## config.mk

```make
export PLATFORM = sky130hd
export DESIGN_NAME = wb_arbiter2
export DESIGN_NICKNAME = d
export VERILOG_FILES = /design/src/rtl/wb_arb_pkg.sv /design/src/rtl/wb_outstanding_ctr.sv /design/src/rtl/wb_arbiter2.sv
export SDC_FILE = /design/constraint.sdc
export NUM_CORES = 1
export LEC_CHECK = 0
export ABC_AREA = 1
export CORE_MARGIN = 4
export CORE_UTILIZATION = 27
export CTS_CLUSTER_DIAMETER = 50
export DETAILED_ROUTE_END_ITERATION = 10
export PLACE_DENSITY = 0.93
export SETUP_SLACK_MARGIN = 0.4
export SYNTH_ARGS = -nofsm -noshare
export SYNTH_HDL_FRONTEND = slang
export SYNTH_SLANG_ARGS = --single-unit
```

## constraint.sdc

```tcl
create_clock -name clk -period 3.08 [get_ports clk]
set_clock_uncertainty 0.05 [all_clocks]
set_input_delay 0.616 -clock clk [delete_from_list [all_inputs] [get_ports clk]]
set_output_delay 0.616 -clock clk [all_outputs]
set_load 0.05 [all_outputs]
```

## src/rtl/wb_arb_pkg.sv

```systemverilog
// ----------------------------------------------------------------------------
// wb_arb_pkg
//   Shared types and helpers for the Wishbone arbiters and bridges.
//   - arb_state_t : grant state of a two-master arbiter
//   - cnt_width() : width of an outstanding-request counter that must hold
//                   the values 0..max_out inclusive
// ----------------------------------------------------------------------------
package wb_arb_pkg;

    typedef enum logic [1:0] {
        IDLE = 2'd0,
        GNT0 = 2'd1,
        GNT1 = 2'd2
    } arb_state_t;

    // Counter must represent 0..max_out, hence the +1.
    function automatic int cnt_width(input int max_out);
        return $clog2(max_out + 1);
    endfunction

endpackage : wb_arb_pkg

```

## src/rtl/wb_outstanding_ctr.sv

```systemverilog
// ----------------------------------------------------------------------------
// wb_outstanding_ctr
//   Counts Wishbone requests that were accepted by a slave but not yet
//   acknowledged. Saturates at MAX_OUT and never underflows: an increment
//   while full or a decrement while empty is ignored. Simultaneous inc and
//   dec leave the count unchanged.
//
// Ports
//   clk      in   system clock
//   rst_n    in   asynchronous active-low reset (count -> 0)
//   i_inc    in   one request accepted this cycle (stb & ~stall)
//   i_dec    in   one request acknowledged this cycle (ack)
//   o_cnt    out  current count, CW bits
//   o_full   out  count == MAX_OUT
//   o_empty  out  count == 0
// ----------------------------------------------------------------------------
module wb_outstanding_ctr
    import wb_arb_pkg::*;
#(
    parameter int MAX_OUT = 4,
    parameter int CW      = cnt_width(MAX_OUT)
) (
    input  logic          clk,
    input  logic          rst_n,
    input  logic          i_inc,
    input  logic          i_dec,
    output logic [CW-1:0] o_cnt,
    output logic          o_full,
    output logic          o_empty
);

    logic [CW-1:0] r_cnt;
    logic          w_inc;
    logic          w_dec;

    assign o_cnt   = r_cnt;
    assign o_full  = (r_cnt == CW'(MAX_OUT));
    assign o_empty = (r_cnt == '0);

    // A stray ack with nothing outstanding must not wrap the counter.
    assign w_inc = i_inc & ~o_full;
    assign w_dec = i_dec & ~o_empty;

    // NOTE: state is updated with non-blocking assignments so every flop
    // samples the pre-edge value regardless of block ordering.
    always_ff @(posedge clk or negedge rst_n) begin
        if (!rst_n) begin
            r_cnt <= '0;
        end else begin
            case ({w_inc, w_dec})
                2'b10:   r_cnt <= r_cnt + 1'b1;
                2'b01:   r_cnt <= r_cnt - 1'b1;
                default: r_cnt <= r_cnt;
            endcase
        end
    end

endmodule : wb_outstanding_ctr

```

## src/rtl/wb_arbiter2.sv

```systemverilog
// ----------------------------------------------------------------------------
// wb_arbiter2
//   Two-master, one-slave Wishbone B4 pipelined arbiter. m0 is the J1
//   instruction-fetch port, m1 the J1 data port or a loader. Grant is
//   round-robin at bus-cycle boundaries, locked while the granted master
//   holds cyc, and held until every accepted request has been acknowledged.
//   Arbitration costs one cycle: a strobe seen in IDLE is stalled, not lost.
//   All outputs are combinational from the registered state and inputs.
//
// Ports
//   clk, rst_n                  clock, asynchronous active-low reset
//   m{0,1}_cyc/_stb/_we         master cycle, strobe, write enable
//   m{0,1}_adr [AW]             master address
//   m{0,1}_dat_m [DW]           master write data
//   m{0,1}_dat_s [DW]           read data to master (always s_dat_s)
//   m{0,1}_ack, m{0,1}_stall    acknowledge / stall to master
//   s_cyc/s_stb/s_we            slave cycle, strobe, write enable
//   s_adr [AW], s_dat_m [DW]    slave address, write data
//   s_dat_s [DW]                slave read data
//   s_ack, s_stall              slave acknowledge / stall
// ----------------------------------------------------------------------------
module wb_arbiter2
    import wb_arb_pkg::*;
#(
    parameter int AW      = 16,
    parameter int DW      = 16,
    parameter int MAX_OUT = 4
) (
    input  logic          clk,
    input  logic          rst_n,
    // master 0
    input  logic          m0_cyc,
    input  logic          m0_stb,
    input  logic          m0_we,
    input  logic [AW-1:0] m0_adr,
    input  logic [DW-1:0] m0_dat_m,
    output logic [DW-1:0] m0_dat_s,
    output logic          m0_ack,
    output logic          m0_stall,
    // master 1
    input  logic          m1_cyc,
    input  logic          m1_stb,
    input  logic          m1_we,
    input  logic [AW-1:0] m1_adr,
    input  logic [DW-1:0] m1_dat_m,
    output logic [DW-1:0] m1_dat_s,
    output logic          m1_ack,
    output logic          m1_stall,
    // slave
    output logic          s_cyc,
    output logic          s_stb,
    output logic          s_we,
    output logic [AW-1:0] s_adr,
    output logic [DW-1:0] s_dat_m,
    input  logic [DW-1:0] s_dat_s,
    input  logic          s_ack,
    input  logic          s_stall
);

    localparam int CW = cnt_width(MAX_OUT);

    arb_state_t    r_state;
    logic          r_last;       // last master served; 1 after reset so m0 wins the first tie

    logic          w_gnt0;
    logic          w_gnt1;
    logic          w_granted;
    logic          w_gnt_cyc;
    logic          w_gnt_stb;
    logic          w_release;
    logic          w_inc;
    logic [CW-1:0] w_cnt;
    logic          w_full;
    logic          w_empty;

    // ------------------------------------------------------------------
    // Outstanding-request tracking
    // ------------------------------------------------------------------
    assign w_inc = s_stb & ~s_stall;

    wb_outstanding_ctr #(
        .MAX_OUT (MAX_OUT),
        .CW      (CW)
    ) u_out_ctr (
        .clk     (clk),
        .rst_n   (rst_n),
        .i_inc   (w_inc),
        .i_dec   (s_ack),
        .o_cnt   (w_cnt),
        .o_full  (w_full),
        .o_empty (w_empty)
    );

    // ------------------------------------------------------------------
    // Granted-master view
    // ------------------------------------------------------------------
    assign w_gnt0    = (r_state == GNT0);
    assign w_gnt1    = (r_state == GNT1);
    assign w_granted = w_gnt0 | w_gnt1;
    assign w_gnt_cyc = w_gnt1 ? m1_cyc : m0_cyc;
    assign w_gnt_stb = w_gnt1 ? m1_stb : m0_stb;

    // The bus is given up only once the owner has dropped cyc and the last
    // outstanding ack is either already in or arriving this cycle.
    assign w_release = w_granted & ~w_gnt_cyc &
                       (w_empty | ((w_cnt == CW'(1)) & s_ack));

    // ------------------------------------------------------------------
    // Slave side: keep cyc up while acks are pending even if the owner
    // has already dropped its own cyc, so late acks still reach it.
    // ------------------------------------------------------------------
    assign s_cyc   = w_granted & (w_gnt_cyc | ~w_empty);
    assign s_stb   = w_granted & w_gnt_stb & w_gnt_cyc & ~w_full;
    assign s_we    = w_gnt1 ? m1_we    : m0_we;
    assign s_adr   = w_gnt1 ? m1_adr   : m0_adr;
    assign s_dat_m = w_gnt1 ? m1_dat_m : m0_dat_m;

    // ------------------------------------------------------------------
    // Master side: a non-granted master is always stalled and never acked.
    // ------------------------------------------------------------------
    assign m0_stall = w_gnt0 ? (s_stall | w_full) : 1'b1;
    assign m1_stall = w_gnt1 ? (s_stall | w_full) : 1'b1;
    assign m0_ack   = w_gnt0 & s_ack;
    assign m1_ack   = w_gnt1 & s_ack;
    assign m0_dat_s = s_dat_s;
    assign m1_dat_s = s_dat_s;

    // ------------------------------------------------------------------
    // Grant FSM. Handover between masters is direct when the other master
    // is already waiting; IDLE is only entered when nobody requests.
    // ------------------------------------------------------------------
    always_ff @(posedge clk or negedge rst_n) begin
        if (!rst_n) begin
            r_state <= IDLE;
            r_last  <= 1'b1;
        end else begin
            case (r_state)
                IDLE: begin
                    if (m0_cyc && m1_cyc) begin
                        r_state <= r_last ? GNT0 : GNT1;
                    end else if (m0_cyc) begin
                        r_state <= GNT0;
                    end else if (m1_cyc) begin
                        r_state <= GNT1;
                    end
                end
                GNT0: begin
                    if (w_release) begin
                        r_last  <= 1'b0;
                        r_state <= m1_cyc ? GNT1 : IDLE;
                    end
                end
                GNT1: begin
                    if (w_release) begin
                        r_last  <= 1'b1;
                        r_state <= m0_cyc ? GNT0 : IDLE;
                    end
                end
                default: r_state <= IDLE;
            endcase
        end
    end

endmodule : wb_arbiter2

```

==> run summary <==
The required time of the worst setup path came out at 2.41 ns. Traced cell by cell, the critical path runs through inv_1 > ha_1 > clkinv_4 > buf_4 > nand2_1 > nand2_1 > buf_4. The final design utilization came out at 48.6%. For this run, the detailed router's first-pass iteration total came to 4. The tools report the clock root buffer as sky130_fd_sc_hd__clkbuf_8. In the layout the commonest cells are 123 x sky130_fd_sc_hd__nand2_1, 73 x sky130_fd_sc_hd__clkdlybuf4s50_1, 39 x sky130_fd_sc_hd__buf_4. In this run the power density over the cells is 1000 nW/um^2.

Counting flops and latches in the post-synthesis netlist gives 6. After clock tree synthesis, the flow added hold-fix buffers numbering 0. Routability-driven placement finished with a final weighted congestion of 0.790. The height of the die is 74.7 um. After detailed routing, the number of vias per cell comes to 4.37. 0 antenna diodes ended up in the layout. Across the VDD grid, the largest voltage drop is 0.531 mV. For the count of standard-cell rows, the log shows 24. The kind of end point of the critical path was an output pin. In the final layout, the share of cells above drive strength 1 is 16.5%. The shortest clock period the worst path allows after layout came out at 2.51 ns. The worst-path cell with the longest stage delay was sky130_fd_sc_hd__dfrtp_1.

The beginning of the worst hold path was r_last$_DFFE_PN1P_. Of the total synthesized cell area, the portion taken by XOR and XNOR cells is 2.19%. The logs give 1200 sq um for the netlist area before placement and 13.2% for the combined global-route utilization of all metal layers.

The cell family contributing the most delay on the critical path is buffers and inverters. The average wire per cell in the routed design is 12.1 um, and the largest incremental delay on the critical path is 0.41 ns. Entering global routing, the biggest net connects 36 pins. The most critical setup path has its startpoint at r_state[0]$_DFFE_PN0P_. For the number of buffers added for setup after CTS, the log shows 0. The net count of the finished layout is 397. After routing the design area is 2100 sq um. The critical path is of the register to output pin type. Across all setup checks in the final design, the least slack found is 0.566 ns. The run gives 0 as the number of failing hold endpoints at the final stage.

The tools report the clock sink total as 6. The HPWL after detailed placement is 3.47 mm. After clock tree synthesis, the clock-pin slew on the worst setup and hold paths is 0.05 ns. The floorplan step defined a die boundary enclosing 5590 sq um. After synthesis, flip-flops and latches occupy 12.6% of the total area. For this design the static power due to leakage is 1.13 nW.

The tools report the final count of negative-setup-slack endpoints as 0. The internal power is 782 uW. The finished layout holds 349 standard cells, fillers aside. Across all hold checks on the routed design, the worst slack comes to 0.433 ns. After synthesis, the share of cell area in mux cells is 0%. Of the total power, the share spent switching nets is 62.9%. The worst max-slew margin expressed relative to the limit was 77.8%. The number of antenna violations at the first check in global routing was 0; the count of input and output buffers was 112. The I/O pin count came out at 161.

The final layout contains routed wiring with a total length of 4.22 mm. The tool flagged a number of max-cap violations equal to 0. The adder and majority gate portion of the synthesized area works out to 9.37%. TritonCTS built the clock tree. The share of the synthesized area in compound gates (AO/OA/AOI/OAI) came out at 3.12%.

Once detail routing completed, the nets flagged for antenna violations numbered 0. The run gives 27.8% as the starting density of the core. Global route total overflow: 0. Placement-stage cell area: 2050 sq um.

The final max-slew violation count was 0. The transition time of the tightest slew-check pin came out at 0.333 ns. The number of instances in the placed design was 345.

The hold path depth is 2, and the portion of total power attributed to the clock network is 6.2%. Setup repair after global routing left no endpoint under its margin. The horizontal extent of the die is 74.7 um, and the maximum fanout along the worst path is 19.

Combinational family with the most area after synthesis: simple AND/OR/NAND/NOR gates. The run gives 21 as the first-iteration detailed-routing DRC count. The cell count after synthesis came out at 218.

The core area was 4320 sq um. In the routed design, unresolved DRC markers number 0. The number of global-route vias before repair came out at 1,376. Registers are responsible for 7.5% of the overall power.

The first global-routing pass estimated 5.97 mm of wire. Timing would allow up to 398 MHz. Across all register-to-register paths, the minimum setup slack is 0.64 ns.

The run gives 3 as the number of clock buffers inserted by TritonCTS. The startpoint class of the critical path is a register. In this run the deepest clock path goes through 2 buffers. The overall power of the completed layout was 2.11 mW; the clock latency on the worst-skew pair was 0.23 ns. During synthesis, Yosys emitted a total of 0 warnings. The number of nets in the synthesized netlist is 317. The tools report the count of H-tree levels built during CTS as 1. For the worst flop-to-flop path, the logic depth is 13. Summing the areas of all and, or, nand and nor instances in the mapped netlist gives 45.2% of the synthesized area.

Relative to the synthesized area, the layout overhead comes to 74.7%. The proportion of power drawn by combinational gates was 86.3%. The worst hold path belongs to the class register to register.

The run gives 1.85 ns as the arrival time of data at the critical path endpoint. The worst hold path terminates at r_last$_DFFE_PN1P_. Switching power: 1.32 mW.

Endpoint of the lowest-slack register-to-register path: u_out_ctr.o_cnt[2]$_DFFE_PN0P_. The logs give 20 for the distinct cell type count after synthesis and 1,525 for the routed via count. The run finished with clean final reports. In the final timing run, aggregate negative setup slack is 0 ns. Together, buffers and inverters on the worst path number 4. The most common cell after layout, fill and taps aside is sky130_fd_sc_hd__nand2_1.

OpenSTA, run right after detailed placement, puts the worst setup slack at 0.443 ns. The worst register-to-register path begins at r_state[0]$_DFFE_PN0P_. Post-synthesis area per instance: 5.52 sq um. Of the available clock period, the critical path in the final layout requires 81.6%.
[flip-flops by register name (all words and copies together) (netlist names)]
register / flops
r_state: 2
r_last: 1
u_out_ctr.o_cnt: 3
[cells in the mapped netlist]
| library cell | instances | area, sq um |
|---|---|---|
| sky130_fd_sc_hd__nand2_1 | 123 | 462 |
| sky130_fd_sc_hd__buf_4 | 32 | 240 |
| sky130_fd_sc_hd__inv_1 | 15 | 56.3 |
| sky130_fd_sc_hd__ha_1 | 9 | 113 |
| sky130_fd_sc_hd__nand3_1 | 7 | 35.0 |
| sky130_fd_sc_hd__dfrtp_1 | 5 | 125 |
| sky130_fd_sc_hd__a21oi_1 | 4 | 20.0 |
| sky130_fd_sc_hd__buf_2 | 4 | 20.0 |
| sky130_fd_sc_hd__nor2_1 | 4 | 15.0 |
| sky130_fd_sc_hd__clkbuf_1 | 3 | 11.3 |
| sky130_fd_sc_hd__o21ai_0 | 2 | 10.0 |
| sky130_fd_sc_hd__xnor2_1 | 2 | 17.5 |
| sky130_fd_sc_hd__dfstp_2 | 1 | 26.3 |
| sky130_fd_sc_hd__inv_2 | 1 | 3.75 |
| sky130_fd_sc_hd__nand2_2 | 1 | 6.26 |
| sky130_fd_sc_hd__nor3_2 | 1 | 10.0 |
| sky130_fd_sc_hd__o211ai_1 | 1 | 7.51 |
| sky130_fd_sc_hd__or2_2 | 1 | 6.26 |
| sky130_fd_sc_hd__or3b_1 | 1 | 8.76 |
| sky130_fd_sc_hd__xor2_1 | 1 | 8.76 |
[layout make-up]
type | count | area, sq um
clock buffers | 4 | 45.0
well taps | 52 | 65.1
repair buffers | 114 | 1050
multi-input cells | 157 | 719
inverters | 16 | 65.1
flip-flops and latches | 6 | 151
fillers | 432 | 2220
[per-layer routing]
metal | vias to the layer above | wire length, um | GRT usage [%]
li1 | 778 | - | -
met4 | 0 | 70 | 4.74
met3 | 9 | 433 | 2.27
met2 | 89 | 2180 | 25.0
met5 | - | 0 | 0
met1 | 649 | 1540 | 14.8
[kinds of logic after synthesis]
kind of cell,count (synthesis)
XOR/XNOR,3
AND/OR/NAND/NOR,138
buffers and inverters,55
flip-flops,6
AO/OA/AOI/OAI,7
adder cells (fa/ha/maj),9
[worst max path at each step]
stage | endpoint | slack, ns | cells past startpoint
5_1_grt | s_we | 0.40 | 6
3_5_place_dp | u_out_ctr.o_cnt[2]$_DFFE_PN0P_ | 0.44 | 11
3_3_place_gp | u_out_ctr.o_cnt[2]$_DFFE_PN0P_ | 0.54 | 11
4_1_cts | s_stb | 0.48 | 8
2_1_floorplan | u_out_ctr.o_cnt[2]$_DFFE_PN0P_ | 0.45 | 13
6_report | s_dat_m[15] | 0.57 | 7
[power groups by stage]
stage	registers [mW]	logic [mW]	clock network, mW
global route	0.163	1.95	0.136
global placement	0.155	1.80	0
CTS	0.158	1.84	0.130
floorplan	0.149	1.38	0
detailed placement	0.159	1.82	0
finish	0.158	1.82	0.131
[tightest hold or removal path: stages, from the launching register on]
cell                      delay, ns
sky130_fd_sc_hd__dfstp_2       0.36
sky130_fd_sc_hd__nand2_1       0.05
sky130_fd_sc_hd__nand2_1       0.05
[repair_timing]
item	4_1_cts	5_1_grt
endpoints found under the setup margin	1	1
endpoints found under the hold margin	0	0
pin swaps	0	0
resized for setup	1	2
No activity file was read; power rests on OpenSTA's default activity.
